===== src/rtl/macguffin_key_mix_if.sv =====
// Handshake bundle for the MacGuffin key-mixing stage.
// slave = the stage itself, master = the upstream/downstream side driving it.
interface macguffin_key_mix_if #(
  parameter int RND_W = 5
);
  logic             in_valid;
  logic             in_ready;
  logic [63:0]      in_block;
  logic [47:0]      in_key;
  logic [RND_W-1:0] in_round;
  logic             out_valid;
  logic             out_ready;
  logic [47:0]      out_data;
  logic [63:0]      out_block;
  logic [RND_W-1:0] out_round;
  logic             out_last;

  modport master (
    output in_valid,
    output in_block,
    output in_key,
    output in_round,
    output out_ready,
    input  in_ready,
    input  out_valid,
    input  out_data,
    input  out_block,
    input  out_round,
    input  out_last
  );

  modport slave (
    input  in_valid,
    input  in_block,
    input  in_key,
    input  in_round,
    input  out_ready,
    output in_ready,
    output out_valid,
    output out_data,
    output out_block,
    output out_round,
    output out_last
  );
endinterface


===== src/rtl/macguffin_key_mix.sv =====
// MacGuffin key-mix stage: XOR control words with round key, 2-entry skid FIFO.
// Optional MACGUFFIN_KEY_MIX_ZEROIZE_EN clears entries on pop/flush.
module macguffin_key_mix #(
  parameter int ROUNDS = 32,
  parameter int RND_W  = 5
) (
  input  logic                 clk,
  input  logic                 rst_n,
  input  logic                 flush,
  macguffin_key_mix_if.slave   bus
);

  typedef struct packed {
    logic [47:0]      data;
    logic [63:0]      block;
    logic [RND_W-1:0] rnd;
  } entry_t;

  typedef enum logic [1:0] {
    EMPTY = 2'd0,
    FULL1 = 2'd1,
    FULL2 = 2'd2
  } state_e;

  localparam logic [RND_W-1:0] LAST_RND = RND_W'(ROUNDS - 1);

`ifdef MACGUFFIN_KEY_MIX_ZEROIZE_EN
  localparam bit ZEROIZE = 1'b1;
`else
  localparam bit ZEROIZE = 1'b0;
`endif

  state_e state_q, state_d;
  entry_t head_q, head_d;
  entry_t tail_q, tail_d;
  logic   in_ready_q, in_ready_d;
  logic   push, pop;
  entry_t beat;

  // R0 is the target word and rides along unmixed in the block
  always_comb begin
    beat.data  = {bus.in_block[47:32] ^ bus.in_key[47:32],
                  bus.in_block[31:16] ^ bus.in_key[31:16],
                  bus.in_block[15:0]  ^ bus.in_key[15:0]};
    beat.block = bus.in_block;
    beat.rnd   = bus.in_round;
  end

  assign push = bus.in_valid && in_ready_q && !flush;
  assign pop  = (state_q != EMPTY) && bus.out_ready && !flush;

  always_ff @(posedge clk or negedge rst_n) begin
    if (!rst_n) begin
      state_q    <= EMPTY;
      head_q     <= '0;
      tail_q     <= '0;
      in_ready_q <= 1'b0;
    end else begin
      state_q    <= state_d;
      head_q     <= head_d;
      tail_q     <= tail_d;
      in_ready_q <= in_ready_d;
    end
  end

  always_comb begin
    state_d = state_q;
    head_d  = head_q;
    tail_d  = tail_q;
    if (flush) begin
      state_d = EMPTY;
      if (ZEROIZE) begin
        head_d = '0;
        tail_d = '0;
      end
    end else begin
      case (state_q)
        EMPTY: begin
          if (push) begin
            state_d = FULL1;
            head_d  = beat;
          end
        end
        FULL1: begin
          case ({push, pop})
            2'b11: head_d = beat;
            2'b10: begin
              tail_d  = beat;
              state_d = FULL2;
            end
            2'b01: begin
              state_d = EMPTY;
              if (ZEROIZE) head_d = '0;
            end
            default: ;
          endcase
        end
        FULL2: begin
          if (pop) begin
            head_d  = tail_q;
            state_d = FULL1;
            if (ZEROIZE) tail_d = '0;
          end
        end
        default: state_d = EMPTY;
      endcase
    end
    // Registered so upstream sees a clean flop; low for one cycle after flush
    in_ready_d = (state_d != FULL2) && !flush;
  end

  always_comb begin
    bus.in_ready  = in_ready_q;
    bus.out_valid = (state_q != EMPTY);
    bus.out_data  = head_q.data;
    bus.out_block = head_q.block;
    bus.out_round = head_q.rnd;
    bus.out_last  = (head_q.rnd == LAST_RND);
  end

endmodule


===== src/flat_wrapper.sv =====
// flat-port wrapper written by rule: the top's interface ports become plain ports
module macguffin_key_mix_flat 
#(
  parameter int ROUNDS = 32,
  parameter int RND_W  = 5
)
  (clk, rst_n, flush, bus_in_valid, bus_in_block, bus_in_key, bus_in_round, bus_out_ready, bus_in_ready, bus_out_valid, bus_out_data, bus_out_block, bus_out_round, bus_out_last);
  macguffin_key_mix_if #(.RND_W(RND_W)) bus_i ();
  input  logic clk;
  input  logic rst_n;
  input  logic flush;
  input wire logic [$bits(bus_i.in_valid)-1:0] bus_in_valid;
  input wire logic [$bits(bus_i.in_block)-1:0] bus_in_block;
  input wire logic [$bits(bus_i.in_key)-1:0] bus_in_key;
  input wire logic [$bits(bus_i.in_round)-1:0] bus_in_round;
  input wire logic [$bits(bus_i.out_ready)-1:0] bus_out_ready;
  output wire logic [$bits(bus_i.in_ready)-1:0] bus_in_ready;
  output wire logic [$bits(bus_i.out_valid)-1:0] bus_out_valid;
  output wire logic [$bits(bus_i.out_data)-1:0] bus_out_data;
  output wire logic [$bits(bus_i.out_block)-1:0] bus_out_block;
  output wire logic [$bits(bus_i.out_round)-1:0] bus_out_round;
  output wire logic [$bits(bus_i.out_last)-1:0] bus_out_last;
  assign bus_i.in_valid = bus_in_valid;
  assign bus_i.in_block = bus_in_block;
  assign bus_i.in_key = bus_in_key;
  assign bus_i.in_round = bus_in_round;
  assign bus_i.out_ready = bus_out_ready;
  assign bus_in_ready = bus_i.in_ready;
  assign bus_out_valid = bus_i.out_valid;
  assign bus_out_data = bus_i.out_data;
  assign bus_out_block = bus_i.out_block;
  assign bus_out_round = bus_i.out_round;
  assign bus_out_last = bus_i.out_last;
  macguffin_key_mix #(.ROUNDS(ROUNDS), .RND_W(RND_W)) u_core (.clk(clk), .rst_n(rst_n), .flush(flush), .bus(bus_i));
endmodule

===== config.mk =====
export PLATFORM = sky130hd
export DESIGN_NAME = macguffin_key_mix_flat
export DESIGN_NICKNAME = d
export VERILOG_FILES = /design/src/rtl/macguffin_key_mix_if.sv /design/src/rtl/macguffin_key_mix.sv /design/src/flat_wrapper.sv
export SDC_FILE = /design/constraint.sdc
export NUM_CORES = 1
export LEC_CHECK = 0
export ABC_AREA = 1
export ABC_CLOCK_PERIOD_IN_PS = 2000
export BUFFER_PORTS_ARGS = -buffer_cell sky130_fd_sc_hd__buf_2
export CORE_MARGIN = 2
export CORE_UTILIZATION = 25
export CTS_CLUSTER_SIZE = 16
export DETAILED_ROUTE_END_ITERATION = 6
export PLACE_DENSITY = 0.55
export SLEW_MARGIN = 20
export SYNTH_ARGS = -nofsm -noshare
export SYNTH_HDL_FRONTEND = slang
export SYNTH_SLANG_ARGS = --single-unit

===== constraint.sdc =====
create_clock -name clk -period 2 [get_ports clk]
set_input_delay 0.4 -clock clk [delete_from_list [all_inputs] [get_ports clk]]
set_output_delay 0.4 -clock clk [all_outputs]
set_load 0.005 [all_outputs]

==> metrics.cfg <==
[timing]
period_minus_slack_ns=1.89
setup_ws_ns=0.108
max_freq_mhz=528
period_share_pct=94.6
final.setup_skew_ns=0.0106
relSlewSlack_pct=59.0
rsz0062_at_grt=no
setup_viol_count_final=0
hold_viol=0
report.final.slew_viol_count=0
tns_ns=0
worst_pin_slew_ns=0.615

[floorplan]
dieArea_mm2=0.0483
io_pins=242
row_count=79
coreArea_mm2=0.0463
initial_core_util_pct=25.2
die_x_um=220
die_h_um=220

[yosys]
synth_edf_count=0
ys_seq_elements=237
syn_inst=1573
async_flop_share_pct=100
synthesis.area_mm2=0.0116
yosys-top-cells-area=dfrtp_1, nand2_1, nand3_1
syn_avg_cell_area_um2=7.40
ys.flop_type=dfrtp_1
yosysMostFrequentCell=nand2_1
yosysSeqAreaShare_pct=51.0
synth_warnings=0
syn-num-nets=1697
synth_common_cells=nand2_1, dfrtp_1, nand3_1
synth_top_cell_area_share_pct=51.0
yosys.area.top_type=dfrtp_1
synth.distinct_cells=24

[power]
ir_drop_mv=0.552
power.leakage_nw=8.32
power.density_mw_per_mm2=938

[place]
io_buffers=241
dp_cells=2375
pre_cts_ws_ns=0.0833
dp_hpwl_um=24800
place.gp.congestion=0.789

[clocking]
clkSinkCount=237
cts_tree=done
path_clk_slew_ns=0.06
clockBufferDepth=3
htree_levels=1
postCtsSetupBuffers=0
cts_buffers=28
cts_root_buffer=clkbuf_16
insertion_delay_ns=0.56

[global_routing]
antenna_found_initial=0
grt_first_pass_wirelength_um=58000
grt_overflow=0
grt_usage_pct=15.1
grt_pass1_vias=10700
grt_max_degree=68

[routing]
vias=10800
drt_pass1_iterations=5
post_drt_via_cell_ratio=4.46
ant_nets=0
wl_per_cell_um=15.1
drcViolationCount=0
drt_iter0_drc=621
routed_wirelength_um=36600

[finish]
num-fill-cells=4952
area_growth_pct=26.8
instances_no_fill=2425
diodes=0
nets=1923
drive_gt1_share_pct=19.5

[setup_path]
reg2reg_slack_ns=0.18
crit_required_ns=1.60
cp-start-kind=flip-flop
arrival_ns=1.49
crit_type=flip-flop to output pin
reg2regPathDepth=9
r2r_end=u_core.bus.out_block[58]
crit_fanout=3
r2r-start=u_core.state_q[1]
cp-end-kind=output pin

[outcome]
status=completed

[min_path]
hold_depth=3
min_from=bus_in_block[56]
min_path_type=input port to flip-flop
min_to=u_core.tail_q[61]

[run]
maxCapViolations=0

==> cell usage in the layout, fill, tap and decap left out, types with 2 or more instances in the layout <==
cell         n
nand2_1    776
buf_2      240
dfrtp_1    236
nand3_1    166
inv_1      101
nand4_1     69
o21ai_0     66
buf_4       36
o21ai_1     31
clkbuf_16   29
buf_12      18
clkbuf_1     9
clkbuf_8     7
nor2_1       4
inv_2        3
clkinv_2     3
nor2_2       2
nand2_2      2
nor2_4       2
nand3_4      2
nand2_4      2
a21oi_4      2
ha_1         2
==> stage by stage <==
step	total power, mW	cell area, um2	util (%)	hold slack, ns
final	13.8	14800	31.9	0.0619
after global routing	14.7	14800	31.9	0.0604
after CTS	14.1	14800	31.9	0.0295
after detailed placement	8.91	13800	29.9	0.377
after global placement	8.84	13800	29.9	0.381
after floorplan	7.47	11600	-	0.104
==> worst max-delay path, cell delays in order, from the launching register on <==
cell and delay, ns:
dfrtp_4 0.48, nor2_2 0.13, buf_4 0.14, inv_1 0.06, buf_2 0.12
==> how the worst max path moves through the flow <==
stage	start	cells past startpoint	end	slack, ns
after floorplan	u_core.state_q[0]	11	u_core.bus.out_block[61]	0.23
after global placement	flush	11	u_core.bus.out_block[45]	0.14
after detailed placement	flush	11	u_core.bus.out_block[45]	0.08
after CTS	u_core.state_q[1]	4	bus_out_valid	0.07
after global routing	u_core.state_q[1]	9	u_core.bus.out_block[5]	0.01
final	u_core.state_q[1]	4	bus_out_valid	0.11
==> sequential cells by signal, indices dropped and copies added, names as in the netlist <==
| name | cells |
|---|---|
| u_core.state_q | 2 |
| u_core.bus.in_ready | 1 |
| u_core.bus.out_block | 64 |
| u_core.tail_q | 117 |
| u_core.bus.out_data | 48 |
| u_core.bus.out_round | 5 |
==> report_power, final <==
group | total (mW) | switching [mW] | internal [mW]
Combinational | 2.51 | 1.42 | 1.09
Sequential | 6.26 | 0.531 | 5.73
Clock | 5.08 | 2.05 | 3.02
Total | 13.8 | 4.00 | 9.85
==> layer usage <==
metal / share of wire (%) / global-route usage, % / vias up
li1: - / - / 5442
met1: 46 / 20.4 / 5064
met2: 46 / 25.1 / 266
met3: 5.7 / 2.26 / 51
met4: 1.9 / 3.80 / 0
met5: 0 / 0 / -
==> kinds of logic after synthesis <==
logic type / after synthesis / synth area share [%]
and+or+nand+nor: 1027 / 36.9
buffers and inverters: 206 / 7.44
adders and majority gates: 2 / 0.215
AOI/OAI and AO/OA: 101 / 4.48
DFF: 237 / 51.0
==> timing repair <==
| item | 4_1_cts | 5_1_grt |
|---|---|---|
| endpoints found under the setup margin | 0 | 3 |
| resized for setup | 0 | 1 |
| hold endpoints to repair | 40 | 0 |
| hold buffers | 1 | 0 |
==> cell type report <==
class,count,area [um2],area share [%]
Timing Repair Buffer,297,1880,12.8
Multi-Input combinational cell,1130,4880,33.1
Clock inverter,4,47.5,0.322
Inverter,105,395,2.68
Tap cell,607,759,5.15
Sequential cell,237,5930,40.2
Clock buffer,45,856,5.80
Note: power is estimated with default switching activity, not from simulation.
